<file path="src/rtl/soc1_ram_test_pkg.sv">
// Shared state encoding and pattern generator for the SoC1 RAM test master.
// Build with SOC1_RAM_TEST_INVERT_PASS_EN to add the inverted-data second pass.
package soc1_ram_test_pkg;

  localparam logic [31:0] PAT_K = 32'h9E3779B1;

  typedef enum logic [2:0] {
    ST_IDLE,
    ST_WR,
    ST_RD_REQ,
    ST_RD_WAIT,
    ST_FIN
`ifdef SOC1_RAM_TEST_INVERT_PASS_EN
    , ST_WR2
    , ST_RD2
`endif
  } state_t;

  // Multiplicative hash of the word index keeps neighbouring words uncorrelated.
  function automatic logic [31:0] pat(input logic [31:0] seed, input logic [31:0] idx,
                                      input logic inv);
    logic [31:0] p;
    p = seed ^ (idx * PAT_K);
    return inv ? ~p : p;
  endfunction

endpackage

</file>
<file path="src/rtl/soc1_ram_test_master_if.sv">
// Avalon-MM bus between the RAM test master and the on-chip RAM slave.
interface soc1_ram_test_master_if #(
  parameter int ADDR_W = 32
) ();

  logic [ADDR_W-1:0] avm_address;
  logic              avm_read;
  logic              avm_write;
  logic [3:0]        avm_byteenable;
  logic [31:0]       avm_writedata;
  logic [31:0]       avm_readdata;
  logic              avm_waitrequest;

  modport master (
    output avm_address, avm_read, avm_write, avm_byteenable, avm_writedata,
    input  avm_readdata, avm_waitrequest
  );

  modport slave (
    input  avm_address, avm_read, avm_write, avm_byteenable, avm_writedata,
    output avm_readdata, avm_waitrequest
  );

endinterface

</file>
<file path="src/rtl/soc1_ram_test_cmp.sv">
// Read-back checker: fixed-latency data capture, compare, saturating error count
// and first-failure address capture.
module soc1_ram_test_cmp #(
  parameter int ADDR_W       = 32,
  parameter int ERR_W        = 16,
  parameter int READ_LATENCY = 1
) (
  input  logic              clk,
  input  logic              reset,
  input  logic              clear,
  input  logic              load,
  input  logic [31:0]       rdata,
  input  logic [31:0]       exp_data,
  input  logic [ADDR_W-1:0] addr,
  output logic              cmp_vld,
  output logic [ERR_W-1:0]  err_count,
  output logic              err_seen,
  output logic [ADDR_W-1:0] first_err_addr
);

  logic [2:0] lat_cnt;
  logic       mismatch;

  // Counter holds READ_LATENCY on the cycle after acceptance, so data is due when it reads 1.
  assign cmp_vld  = (lat_cnt == 3'd1);
  assign mismatch = cmp_vld && (rdata != exp_data);

  always_ff @(posedge clk or posedge reset) begin
    if (reset) begin
      lat_cnt <= 3'd0;
    end else if (load) begin
      lat_cnt <= 3'(READ_LATENCY);
    end else if (lat_cnt != 3'd0) begin
      lat_cnt <= lat_cnt - 3'd1;
    end
  end

  always_ff @(posedge clk or posedge reset) begin
    if (reset) begin
      err_count      <= '0;
      err_seen       <= 1'b0;
      first_err_addr <= '0;
    end else if (clear) begin
      err_count      <= '0;
      err_seen       <= 1'b0;
      first_err_addr <= '0;
    end else if (mismatch) begin
      if (err_count != {ERR_W{1'b1}}) err_count <= err_count + ERR_W'(1);
      err_seen <= 1'b1;
      if (!err_seen) first_err_addr <= addr;
    end
  end

endmodule

</file>
<file path="src/rtl/soc1_ram_test_master.sv">
// SoC1 RAM test master: writes a seeded pattern over a word range, reads it back
// and reports mismatches. SOC1_RAM_TEST_INVERT_PASS_EN adds an inverted-data pass.
module soc1_ram_test_master
  import soc1_ram_test_pkg::*;
#(
  parameter int ADDR_W       = 32,
  parameter int LEN_W        = 13,
  parameter int READ_LATENCY = 1,
  parameter int ERR_W        = 16
) (
  input  logic                   clk,
  input  logic                   reset,
  input  logic                   start,
  input  logic [ADDR_W-1:0]      base_addr,
  input  logic [LEN_W-1:0]       num_words,
  input  logic [31:0]            seed,
  output logic                   busy,
  output logic                   done,
  output logic [ERR_W-1:0]       err_count,
  output logic [ADDR_W-1:0]      first_err_addr,
  output logic                   err_seen,
  soc1_ram_test_master_if.master avm
);

  state_t            state;
  state_t            rd_st;
  logic [LEN_W-1:0]  idx;
  logic [LEN_W-1:0]  idx_n;
  logic [LEN_W-1:0]  nwords_q;
  logic [ADDR_W-1:0] base_q;
  logic [ADDR_W-1:0] base_al;
  logic [31:0]       seed_q;
  logic [31:0]       exp_data;
  logic              inv;
  logic              last;
  logic              start_acc;
  logic              rd_acc;
  logic              cmp_vld;

  function automatic logic [ADDR_W-1:0] word_addr(input logic [ADDR_W-1:0] b,
                                                  input logic [LEN_W-1:0] k);
    return b + (ADDR_W'(k) << 2);
  endfunction

  assign base_al   = base_addr & ~ADDR_W'(3);
  assign idx_n     = idx + LEN_W'(1);
  assign last      = (idx == nwords_q - LEN_W'(1));
  assign start_acc = (state == ST_IDLE) && start;
  assign rd_acc    = avm.avm_read && !avm.avm_waitrequest;
  assign exp_data  = pat(seed_q, 32'(idx), inv);

  assign avm.avm_byteenable = 4'hF;

`ifdef SOC1_RAM_TEST_INVERT_PASS_EN
  assign rd_st = inv ? ST_RD2 : ST_RD_REQ;
`else
  assign inv   = 1'b0;
  assign rd_st = ST_RD_REQ;
`endif

  // Run configuration is captured once per start and needs no reset.
  always_ff @(posedge clk) begin
    if (start_acc) begin
      base_q   <= base_al;
      nwords_q <= num_words;
      seed_q   <= seed;
    end
  end

  always_ff @(posedge clk or posedge reset) begin
    if (reset) begin
      state             <= ST_IDLE;
      idx               <= '0;
      busy              <= 1'b0;
      done              <= 1'b0;
      avm.avm_read      <= 1'b0;
      avm.avm_write     <= 1'b0;
      avm.avm_address   <= '0;
      avm.avm_writedata <= '0;
`ifdef SOC1_RAM_TEST_INVERT_PASS_EN
      inv               <= 1'b0;
`endif
    end else begin
      done <= 1'b0;
      case (state)
        ST_IDLE: begin
          if (start) begin
            idx <= '0;
`ifdef SOC1_RAM_TEST_INVERT_PASS_EN
            inv <= 1'b0;
`endif
            if (num_words == '0) begin
              done  <= 1'b1;
              state <= ST_FIN;
            end else begin
              busy              <= 1'b1;
              avm.avm_write     <= 1'b1;
              avm.avm_address   <= base_al;
              avm.avm_writedata <= pat(seed, 32'd0, 1'b0);
              state             <= ST_WR;
            end
          end
        end
        ST_WR
`ifdef SOC1_RAM_TEST_INVERT_PASS_EN
        , ST_WR2
`endif
        : begin
          if (!avm.avm_waitrequest) begin
            if (last) begin
              idx             <= '0;
              avm.avm_write   <= 1'b0;
              avm.avm_read    <= 1'b1;
              avm.avm_address <= base_q;
              state           <= rd_st;
            end else begin
              idx               <= idx_n;
              avm.avm_address   <= word_addr(base_q, idx_n);
              avm.avm_writedata <= pat(seed_q, 32'(idx_n), inv);
            end
          end
        end
        ST_RD_REQ
`ifdef SOC1_RAM_TEST_INVERT_PASS_EN
        , ST_RD2
`endif
        : begin
          if (!avm.avm_waitrequest) begin
            avm.avm_read <= 1'b0;
            state        <= ST_RD_WAIT;
          end
        end
        ST_RD_WAIT: begin
          if (cmp_vld) begin
            if (!last) begin
              idx             <= idx_n;
              avm.avm_address <= word_addr(base_q, idx_n);
              avm.avm_read    <= 1'b1;
              state           <= rd_st;
            end
`ifdef SOC1_RAM_TEST_INVERT_PASS_EN
            else if (!inv) begin
              inv               <= 1'b1;
              idx               <= '0;
              avm.avm_write     <= 1'b1;
              avm.avm_address   <= base_q;
              avm.avm_writedata <= pat(seed_q, 32'd0, 1'b1);
              state             <= ST_WR2;
            end
`endif
            else begin
              busy  <= 1'b0;
              done  <= 1'b1;
              state <= ST_FIN;
            end
          end
        end
        ST_FIN: begin
          state <= ST_IDLE;
        end
        default: begin
          state <= ST_IDLE;
        end
      endcase
    end
  end

  soc1_ram_test_cmp #(
    .ADDR_W       (ADDR_W),
    .ERR_W        (ERR_W),
    .READ_LATENCY (READ_LATENCY)
  ) u_cmp (
    .clk            (clk),
    .reset          (reset),
    .clear          (start_acc),
    .load           (rd_acc),
    .rdata          (avm.avm_readdata),
    .exp_data       (exp_data),
    .addr           (avm.avm_address),
    .cmp_vld        (cmp_vld),
    .err_count      (err_count),
    .err_seen       (err_seen),
    .first_err_addr (first_err_addr)
  );

endmodule

</file>
<file path="src/flat_wrapper.sv">
// flat-port wrapper written by rule: the top's interface ports become plain ports
module soc1_ram_test_master_flat import soc1_ram_test_pkg::*;
#(
  parameter int ADDR_W       = 32,
  parameter int LEN_W        = 13,
  parameter int READ_LATENCY = 1,
  parameter int ERR_W        = 16
)
  (clk, reset, start, base_addr, num_words, seed, busy, done, err_count, first_err_addr, err_seen, avm_avm_address, avm_avm_read, avm_avm_write, avm_avm_byteenable, avm_avm_writedata, avm_avm_readdata, avm_avm_waitrequest);
  soc1_ram_test_master_if #(.ADDR_W(ADDR_W)) avm_i ();
  input  logic clk;
  input  logic reset;
  input  logic start;
  input  logic [ADDR_W-1:0] base_addr;
  input  logic [LEN_W-1:0] num_words;
  input  logic [31:0] seed;
  output logic busy;
  output logic done;
  output logic [ERR_W-1:0] err_count;
  output logic [ADDR_W-1:0] first_err_addr;
  output logic err_seen;
  output wire logic [$bits(avm_i.avm_address)-1:0] avm_avm_address;
  output wire logic [$bits(avm_i.avm_read)-1:0] avm_avm_read;
  output wire logic [$bits(avm_i.avm_write)-1:0] avm_avm_write;
  output wire logic [$bits(avm_i.avm_byteenable)-1:0] avm_avm_byteenable;
  output wire logic [$bits(avm_i.avm_writedata)-1:0] avm_avm_writedata;
  input wire logic [$bits(avm_i.avm_readdata)-1:0] avm_avm_readdata;
  input wire logic [$bits(avm_i.avm_waitrequest)-1:0] avm_avm_waitrequest;
  assign avm_avm_address = avm_i.avm_address;
  assign avm_avm_read = avm_i.avm_read;
  assign avm_avm_write = avm_i.avm_write;
  assign avm_avm_byteenable = avm_i.avm_byteenable;
  assign avm_avm_writedata = avm_i.avm_writedata;
  assign avm_i.avm_readdata = avm_avm_readdata;
  assign avm_i.avm_waitrequest = avm_avm_waitrequest;
  soc1_ram_test_master #(.ADDR_W(ADDR_W), .LEN_W(LEN_W), .READ_LATENCY(READ_LATENCY), .ERR_W(ERR_W)) u_core (.clk(clk), .reset(reset), .start(start), .base_addr(base_addr), .num_words(num_words), .seed(seed), .busy(busy), .done(done), .err_count(err_count), .first_err_addr(first_err_addr), .err_seen(err_seen), .avm(avm_i));
endmodule
</file>
<file path="config.mk">
export PLATFORM = sky130hd
export DESIGN_NAME = soc1_ram_test_master_flat
export DESIGN_NICKNAME = d
export VERILOG_FILES = /design/src/rtl/soc1_ram_test_pkg.sv /design/src/rtl/soc1_ram_test_master_if.sv /design/src/rtl/soc1_ram_test_cmp.sv /design/src/rtl/soc1_ram_test_master.sv /design/src/flat_wrapper.sv
export SDC_FILE = /design/constraint.sdc
export NUM_CORES = 1
export LEC_CHECK = 0
export ABC_CLOCK_PERIOD_IN_PS = 9900
export BUFFER_PORTS_ARGS = -buffer_cell sky130_fd_sc_hd__buf_2
export CAP_MARGIN = 25
export CORE_MARGIN = 4
export CORE_UTILIZATION = 25
export CTS_CLUSTER_DIAMETER = 60
export DETAILED_ROUTE_END_ITERATION = 10
export PLACE_DENSITY = 0.5
export SKIP_LAST_GASP = 1
export SYNTH_ARGS = -nofsm -noshare
export SYNTH_HDL_FRONTEND = slang
export SYNTH_SLANG_ARGS = --single-unit
</file>
<file path="constraint.sdc">
create_clock -name clk -period 9.9 [get_ports clk]
set_clock_uncertainty 0.05 [all_clocks]
set_input_delay 1.485 -clock clk [delete_from_list [all_inputs] [get_ports clk]]
set_output_delay 1.485 -clock clk [all_outputs]
set_load 0.05 [all_outputs]
</file>
======== Yosys cells after proc, flatten, opt, wreduce, memory -nomap -nowiden ========
Cells that the tools add are included.
operators by class
  $lt $le $gt $ge ......................... 0
  muxes and demuxes ....................... 54
  reduce and logical (&&, ||, !) cells .... 23
  bitwise logic cells ..................... 2
  multipliers ............................. 2
  divide/modulo/power cells ............... 0
  add/subtract/negate cells ............... 5
  shift operators ......................... 0
  equal/unequal tests ..................... 17
operator list
  operator                  number
  $mux W32                  13
  $pmux W32 S3              1
  $mux W13                  5
  $mul A13 B32 Y32 const B  2
  $pmux W32 S2              1
  $xor A32 B32 Y32          2
  $mux W16                  3
  $pmux W13 S3              1
  $add A32 B15 Y32          1
  $ne A32 B32 Y1            1
  $mux W3                   9
  $reduce_and A5 Y1         5
  $add A16 B1 Y16 const B   1
  $mux W1                   16
  $ne A16 B16 Y1 const B    1
  $ne A2 B2 Y1 const B      7
  $add A13 B1 Y13 const B   1
  $eq A13 B13 Y1            1
  $logic_not A13 Y1         1
  $sub A13 B1 Y13 const B   1
  $pmux W3 S4               1
  $reduce_and A6 Y1         2
  $reduce_bool A2 Y1        5
  $reduce_bool A3 Y1        3
  10 further kinds          19
storage, ports and cells
  memories kept ........................... 0
  input bits .............................. 113
  output and inout port bits .............. 121
  RAM bits ................................ 0
  bits in latches ......................... 0
  logic and storage cells ................. 118
  register bits after elaboration ......... 211
  ROM bits ................................ 0

======== Longest topological paths before layout ========
Gate-level depths: netlist (run 1).
  depth after elaboration ................. 6
  gate-level depth with buffers ........... 26
  mapped depth without buffers ............ 26

======== By module ========
Synthesis (run 1) repeated with hierarchy kept, for this count alone.
second synthesis, totals
  cell total of the unflattened synthesis .. 2124
  area total of the unflattened synthesis .. 21146.5 um^2
by module, submodules not included
  module                area an instance (um^2)  cells an instance  times used  seq. area each (um^2)
  soc1_ram_test_master  18263.8                  1856               1           4304.1
  soc1_ram_test_cmp     2882.8                   268                1           1301.2

======== Worst setup path after synthesis (run 1) ========
No wires, ideal clock.
  path kind ............................... reg-to-reg
  start point ............................. register u_core.idx[0]
  end point ............................... register u_core.avm.avm_writedata[31]
  buffers on the path ..................... 0
  period minus slack after synthesis ...... 6.585 ns
  required time ........................... 9.763 ns
  cell stages (with the launch flop) ...... 26
  arrival ................................. 6.449 ns
  setup slack ............................. 3.315 ns
  setup time .............................. 0.087 ns
  cell sequence ........................... dfrtp_1 -> ha_1 -> nand3_1 -> nor2_1 -> nand3_1 -> xor2_1 -> inv_1 -> ha_1 -> inv_1 -> fa_1 -> inv_1 -> fa_1 -> inv_1 -> fa_1 -> fa_1 -> ha_1 -> nor2_1 -> o211ai_1 -> a211oi_1 -> o41ai_1 -> nand2_1 -> a31oi_1 -> a31oi_1 -> or3_1 -> o31a_1 -> o211ai_1
between the ends
  word-level cells in the longest chain between the ends .. 6
  elaborated cells between the ends (all ways) .. 9
  those cells by class .................... add/sub (1); mul (1); eq/ne (2); mux (3); bitwise (1); reduce/logical (1)
ends and longest elaborated chain
  item                      RTL line                       RTL
  start: declaration        soc1_ram_test_master.sv:27     logic [LEN_W-1:0] idx;
  start signal: assignment  soc1_ram_test_master.sv:117    idx <= idx_n;
  start signal: assignment  soc1_ram_test_master.sv:136    idx <= idx_n;
  $add A13 B1 Y13           soc1_ram_test_master.sv:46     assign idx_n = idx + LEN_W'(1);
  $mul A13 B32 Y32          soc1_ram_test_pkg.sv:23        p = seed ^ (idx * PAT_K);
  $xor A32 B32 Y32          soc1_ram_test_pkg.sv:23
  $mux W32                  soc1_ram_test_master.sv:110    if (last) begin
  $mux W32                  soc1_ram_test_master.sv:109    if (!avm.avm_waitrequest) begin
  $pmux W32 S2              soc1_ram_test_master.sv:85     case (state)
  end signal: assignment    soc1_ram_test_master.sv:99     avm.avm_writedata <= pat(seed, 32'd0, 1'b0);
  end signal: assignment    soc1_ram_test_master.sv:119    avm.avm_writedata <= pat(seed_q, 32'(idx_n), inv);
  end: declaration          soc1_ram_test_master_if.sv:15  output avm_address, avm_read, avm_write, avm_byteenable, avm_writedata,
Several ways; a longest one is shown, not always the timed one. The select of a mux whose other input is x is not followed.
A chain may end at the register's enable or synchronous reset.

======== Worst setup path in the final report (run 1) ========
  start point ............................. register u_core.idx[1]
  end point ............................... register u_core.avm.avm_writedata[25]
The elaborated chain is that of the path after synthesis.

==> flow_summary.toml, run 1 <==
[grt]
grt_first_pass_wirelength_um = 104000
grt_max_degree = 72
gr-total-overflow = 0
grt_pass1_vias = 16400
number_of_antenna_violations_at_the_first_check_in_global_routing = 19
global_routing_usage_summed_across_all_routing_layers = 0.152

[clock_network]
cts.htree.levels = 1
cts_inserted_buffers = 30
cts_setup_buffers = 0
clk-insertion-delay-late_ns = 0.59
cts_root_buf = "sky130_fd_sc_hd__clkbuf_16"
clkSinkCount = 207
clkTransAtPathRegs_ns = 0.07
cts_tree = "yes"
ctsLongestPathBuffers = 3
cts_hold_buffers = 0
post_cts_resize_count = 0

[worst_setup_path]
crit-reg2reg-capture = "u_core.avm.avm_writedata[25]"
rrSetupSlack_ns = 1.28
timing.critical_path.required_ns = 10.28
critical-path-slowest-cell = "sky130_fd_sc_hd__o41ai_1"
timing_worst_setup_path_type = "reg2reg"
critPathLaunch = "u_core.idx[1]"
crit_arrival_ns = 9.01
worst_path_largest_cell_delay_ns = 0.70
worst_r2r_startpoint = "u_core.idx[1]"
cells_traversed_along_the_worst_timing_path = "ha_1 -> nand2_1 -> nor2_1 -> nand3_1 -> xor2_1 -> inv_1 -> ha_1 -> fa_1 -> inv_1 -> fa_1 -> inv_1 -> fa_1 -> fa_1 -> ha_1 -> nor2_1 -> o211ai_1 -> a211oi_1 -> o41ai_1 -> nand2_1 -> a31oi_1 -> a31oi_1 -> xnor2_1 -> o221ai_1"
worst_setup_path_start_kind = "flip-flop"
setup.worst_path.end_class = "flip-flop"
rr_worst_depth = 23
worst_path_most_repeated_cell = "sky130_fd_sc_hd__fa_1"
worstPathMaxFanout = 8

[die]
core_um2 = 84100
std_cell_rows = 106
initial_core_util = 0.254
floorplan.die_area_um2 = 90000
chipWidth_um = 300
top_level_ports = 234
die_height_um = 300

[placed_design]
globalplace.congestion = 0.922
dp_hpwl_um = 57000
portBuffers = 223
placed_cell_area_um2 = 23700

[synth]
synth_compound_area_frac = 0.122
postSynthCellCount = 2213
dominantRegCellSynth = "sky130_fd_sc_hd__dfrtp_1"
synth.area.mux_share = 0.0122
synth-warning-count = 0
syn_area_per_cell_um2 = 9.63
synth_simple_gate_area_share = 0.113
ys_seq_elements = 207
combinational_family_with_the_most_area_after_synthesis = "adder cells"
synthAdderAreaFrac = 0.324
synth_async_sr_flop_share = 0.638
synth_cell_type_count = 73
synth-edff-count = 75
synthesis.area_um2 = 21300
synth-seq-area-share = 0.261
post_synth_xor_area_fraction = 0.0831

[status]
run_status = "finished clean"

[min_path]
hold_start = "u_core.avm.avm_writedata[2]"
min_to = "u_core.avm.avm_writedata[2]"
hold_path_depth = 2
hold_class = "reg2reg"

[sta]
worst_margin_pin_slew_ns = 1.01
achievable-frequency_mhz = 116
unrepaired_setup_endpoints_after_global_routing = "false"
setup_viol_count_final = 0
tns_ns = 0
min_period_ns = 8.62
final_max_slew_viol_count = 0
final_min_period_over_clock_period = 0.871
slew_headroom = 0.326
hold_viol_final = 0
holdWs_ns = 0.418

[drt]
detailedRoute.firstIterationViolations = 1067
post-route-drc-count = 0
route.vias.total = 16300
post_drt_via_cell_ratio = 4.53
avgRoutedWirePerCell_um = 19.5
drt_pre_antenna_iters = 7
final_antenna_net_count = 0
wirelength_um = 70200

[cells_and_area]
layout.cell_area.non_filler_um2 = 24800
drive_gt1_frac = 0.138
area_overhead_of_the_layout_relative_to_synthesis_pct = 16.2
layout.nets = 2950
layout.cells.most_common_list = "sky130_fd_sc_hd__inv_1, sky130_fd_sc_hd__fa_1, sky130_fd_sc_hd__buf_2"
final_common_cell = "sky130_fd_sc_hd__inv_1"

[job]
drv.max_cap_violation_count = 0
==> per-layer routing <==
metal	global-route usage	vias up	wire, µm
met5	0	-	81
met4	0.0353	12	1530
met3	0.0473	83	5340
met2	0.257	348	34000
met1	0.190	8035	29200
li1	-	7814	-
==> cell type report <==
cell class                 instances  area [µm²]
fill                            8956       59300
clock buffer                      35         790
sequential                       207        5560
timing repair buffer             253        1360
tap                             1134        1420
multi-input combinational       1556       14000
clock inverter                    21         224
inverter                         375        1420
antenna                           12        30.0
==> cell usage after synthesis (20+ instances only) <==
cell / n / area share
sky130_fd_sc_hd__dfrtp_1: 132 / 0.15
sky130_fd_sc_hd__nand3_1: 65 / 0.015
sky130_fd_sc_hd__xnor2_1: 135 / 0.055
sky130_fd_sc_hd__a211oi_1: 24 / 0.0085
sky130_fd_sc_hd__o211ai_1: 21 / 0.0074
sky130_fd_sc_hd__xor2_1: 57 / 0.023
sky130_fd_sc_hd__ha_1: 185 / 0.11
sky130_fd_sc_hd__edfxtp_1: 75 / 0.11
sky130_fd_sc_hd__and3_1: 20 / 0.0059
sky130_fd_sc_hd__fa_1: 229 / 0.22
sky130_fd_sc_hd__nor3_1: 24 / 0.0056
sky130_fd_sc_hd__o21ai_0: 114 / 0.027
sky130_fd_sc_hd__inv_1: 375 / 0.066
sky130_fd_sc_hd__mux2i_1: 26 / 0.012
sky130_fd_sc_hd__a21oi_1: 112 / 0.026
sky130_fd_sc_hd__nand2_1: 141 / 0.025
sky130_fd_sc_hd__clkbuf_1: 46 / 0.0081
sky130_fd_sc_hd__a21o_1: 30 / 0.011
sky130_fd_sc_hd__nor2_1: 121 / 0.021
==> through the flow <==
step | std cells | util | setup WS (ns)
floorplan | 2219 | - | 3.31
global placement | 3524 | 0.282 | 1.47
detailed placement | 3524 | 0.282 | 1.49
CTS | 3580 | 0.294 | 1.45
global route | 3583 | 0.294 | 1.03
finish | 3593 | 0.295 | 1.28
==> worst max-delay path by stage <==
| stage | endpoint | cells past startpoint |
|---|---|---|
| global placement | u_core.avm.avm_writedata[25] | 24 |
| finish | u_core.avm.avm_writedata[25] | 23 |
| CTS | u_core.avm.avm_writedata[25] | 22 |
| detailed placement | u_core.avm.avm_writedata[25] | 22 |
| floorplan | u_core.avm.avm_writedata[31] | 25 |
| global route | u_core.avm.avm_writedata[25] | 24 |
==> kinds of logic after synthesis <==
kind of cell | count (synthesis)
simple gates | 495
buf+inv | 456
compound gates | 417
fa+ha+maj | 414
flops | 207
xor+xnor | 196
mux | 26
other cells | 2
==> critical path: cells and delay by family (launching register included) <==
family          cells  cell delay (ns)
compound gates      6             1.97
simple gates        5             0.94
fa+ha+maj           7             3.28
buf+inv             3             0.46
flops               1             0.64
xor+xnor            2             1.12
==> state kept, by name (all words and copies together) (netlist names) <==
name / count
u_core.avm.avm_address: 30
u_core.avm.avm_read: 1
u_core.avm.avm_write: 1
u_core.avm.avm_writedata: 32
u_core.base_q: 30
u_core.busy: 1
u_core.done: 1
u_core.idx: 13
u_core.nwords_q: 13
u_core.seed_q: 32
u_core.state: 3
u_core.u_cmp.err_count: 16
u_core.u_cmp.err_seen: 1
u_core.u_cmp.first_err_addr: 30
u_core.u_cmp.lat_cnt: 3
Power of run 1 is left out: the tool's default activity adds up to more than one toggle a clock period on the data nets, which glitch-free logic cannot reach.
==> run 2, diff against run 1 <==
- ABC_CLOCK_PERIOD_IN_PS: 9900 -> 7210
- PLACE_DENSITY: 0.5 -> 0.51
- clock period: 9.9 -> 7.21 ns (I/O delays scaled with it)
==> flow_summary.toml, run 2 (synthesis gave the netlist of run 1 again) <==
[cells_and_area]
largestRegisters = "u_core.avm.avm_writedata: 32 flops, u_core.seed_q: 32 flops"
layout.nets = 3067
layout.cells.most_common_list = "sky130_fd_sc_hd__inv_1, sky130_fd_sc_hd__fa_1, sky130_fd_sc_hd__buf_2"
seqCellArea_um2 = 5560
multi_input_area_um2 = 14000
postLayoutCoreUtil = 0.306
final_common_cell = "sky130_fd_sc_hd__inv_1"
drive_gt1_frac = 0.179
fillers = 8925
area_overhead_of_the_layout_relative_to_synthesis_pct = 20.8

[sta]
tns_ns = 0
min_period_ns = 6.89
worst_margin_pin_slew_ns = 0.964
slew_headroom = 0.357
final_max_slew_viol_count = 0
setup_viol_count_final = 0
unrepaired_setup_endpoints_after_global_routing = "true"
final_min_period_over_clock_period = 0.956
achievable-frequency_mhz = 145
hold_viol_final = 0

[job]
drv.max_cap_violation_count = 0

[worst_setup_path]
crit-reg2reg-capture = "u_core.u_cmp.err_count[5]"
worst_r2r_startpoint = "u_core.idx[1]"
timing_worst_setup_path_type = "reg2reg"
rrSetupSlack_ns = 0.32
rr_worst_depth = 23
timing.critical_path.required_ns = 7.67
worst_setup_path_start_kind = "flip-flop"
crit_arrival_ns = 7.35
worstPathMaxFanout = 31
setup.worst_path.end_class = "flip-flop"

[placed_design]
globalplace.congestion = 0.909
dp_hpwl_um = 58900
portBuffers = 223

[die]
top_level_ports = 234
core_um2 = 84100
floorplan.die_area_um2 = 90000
chipWidth_um = 300
std_cell_rows = 106
initial_core_util = 0.254
die_height_um = 300

[drt]
met2RoutedLength_um = 35300
post-route-drc-count = 0
final_antenna_net_count = 0
topRoutingLayerUsed = "met5"
detailedRoute.firstIterationViolations = 1202
route.vias.total = 16900
wirelength_um = 71700
drt_pre_antenna_iters = 5
routed_wire_length_on_met3_um = 3850
drt-met1-wl_um = 31100
avgRoutedWirePerCell_um = 19.3
post_drt_via_cell_ratio = 4.55

[grt]
gr-total-overflow = 0
number_of_antenna_violations_at_the_first_check_in_global_routing = 16
grt_first_pass_wirelength_um = 108000
global_routing_usage_summed_across_all_routing_layers = 0.156
grt_max_degree = 78
grt_pass1_vias = 17200

[clock_network]
cts_inserted_buffers = 30
cts_root_buf = "sky130_fd_sc_hd__clkbuf_16"
ctsLongestPathBuffers = 3
clkSinkCount = 207
cts.htree.levels = 1
cts_tree = "yes"
clk-insertion-delay-late_ns = 0.59
clkTransAtPathRegs_ns = 0.06

[min_path]
hold_class = "reg2reg"
hold_path_depth = 2
hold_start = "u_core.avm.avm_writedata[22]"
min_to = "u_core.avm.avm_writedata[22]"

[status]
run_status = "finished clean"
run 2: how the worst max path moves through the flow:
stage	start	to	slack [ns]
after global placement	u_core.idx[1]	u_core.avm.avm_writedata[30]	0.13
after floorplan	u_core.idx[0]	u_core.avm.avm_writedata[31]	0.62
after detailed placement	u_core.idx[1]	u_core.avm.avm_writedata[30]	0.16
after global routing	u_core.idx[2]	u_core.avm.avm_writedata[30]	-0.06
after CTS	u_core.idx[1]	u_core.avm.avm_writedata[30]	0.10
final	u_core.idx[1]	u_core.u_cmp.err_count[5]	0.32
run 2: metrics by stage:
| step | setup slack (ns) | hold WS (ns) | std cells | area [µm²] |
|---|---|---|---|---|
| floorplan | 0.625 | 0.469 | 2219 | 21300 |
| global placement | 0.134 | 0.409 | 3638 | 24600 |
| detailed placement | 0.156 | 0.416 | 3639 | 24600 |
| CTS | 0.104 | 0.428 | 3695 | 25600 |
| global route | -0.0578 | 0.453 | 3703 | 25700 |
| finish | 0.317 | 0.423 | 3707 | 25800 |
run 2: cell type report:
type                    instances  share of cell area
repair buffers                370              0.0896
clock inverters                12             0.00564
inverters                     375              0.0550
diodes                          9            0.000875
well taps                    1134              0.0551
clock buffers                  44              0.0327
multi-input cells            1556               0.545
flip-flops and latches        207               0.216
run 2: critical path: stages (launching register included):
cell and delay (ns):
sky130_fd_sc_hd__dfrtp_2 0.47, sky130_fd_sc_hd__fa_1 0.65, sky130_fd_sc_hd__inv_1 0.08, sky130_fd_sc_hd__fa_1 0.50, sky130_fd_sc_hd__inv_1 0.08, sky130_fd_sc_hd__fa_1 0.56
sky130_fd_sc_hd__inv_1 0.06, sky130_fd_sc_hd__fa_1 0.39, sky130_fd_sc_hd__fa_1 0.51, sky130_fd_sc_hd__inv_1 0.04, sky130_fd_sc_hd__ha_1 0.38, sky130_fd_sc_hd__xnor3_2 0.46
sky130_fd_sc_hd__a32oi_1 0.21, sky130_fd_sc_hd__nand4_1 0.12, sky130_fd_sc_hd__nor4_1 0.27, sky130_fd_sc_hd__nand4_1 0.10, sky130_fd_sc_hd__or4_1 0.54, sky130_fd_sc_hd__nor4b_2 0.26
sky130_fd_sc_hd__buf_4 0.16, sky130_fd_sc_hd__and4_4 0.33, sky130_fd_sc_hd__buf_12 0.21, sky130_fd_sc_hd__buf_4 0.14, sky130_fd_sc_hd__o21ai_2 0.05, sky130_fd_sc_hd__a21oi_2 0.12
run 2: timing repair:
action                                  in CTS  in global routing
endpoints found under the setup margin       0                 56
setup buffers                                0                  0
gates resized for setup                      0                 16
hold buffers                                 0                  0
run 2: metal layers:
| metal | track usage | vias up |
|---|---|---|
| li1 | - | 8029 |
| met1 | 0.204 | 8365 |
| met2 | 0.270 | 370 |
| met3 | 0.0283 | 82 |
| met4 | 0.0326 | 4 |
| met5 | 0 | - |
Power of run 2 is left out for the same reason.
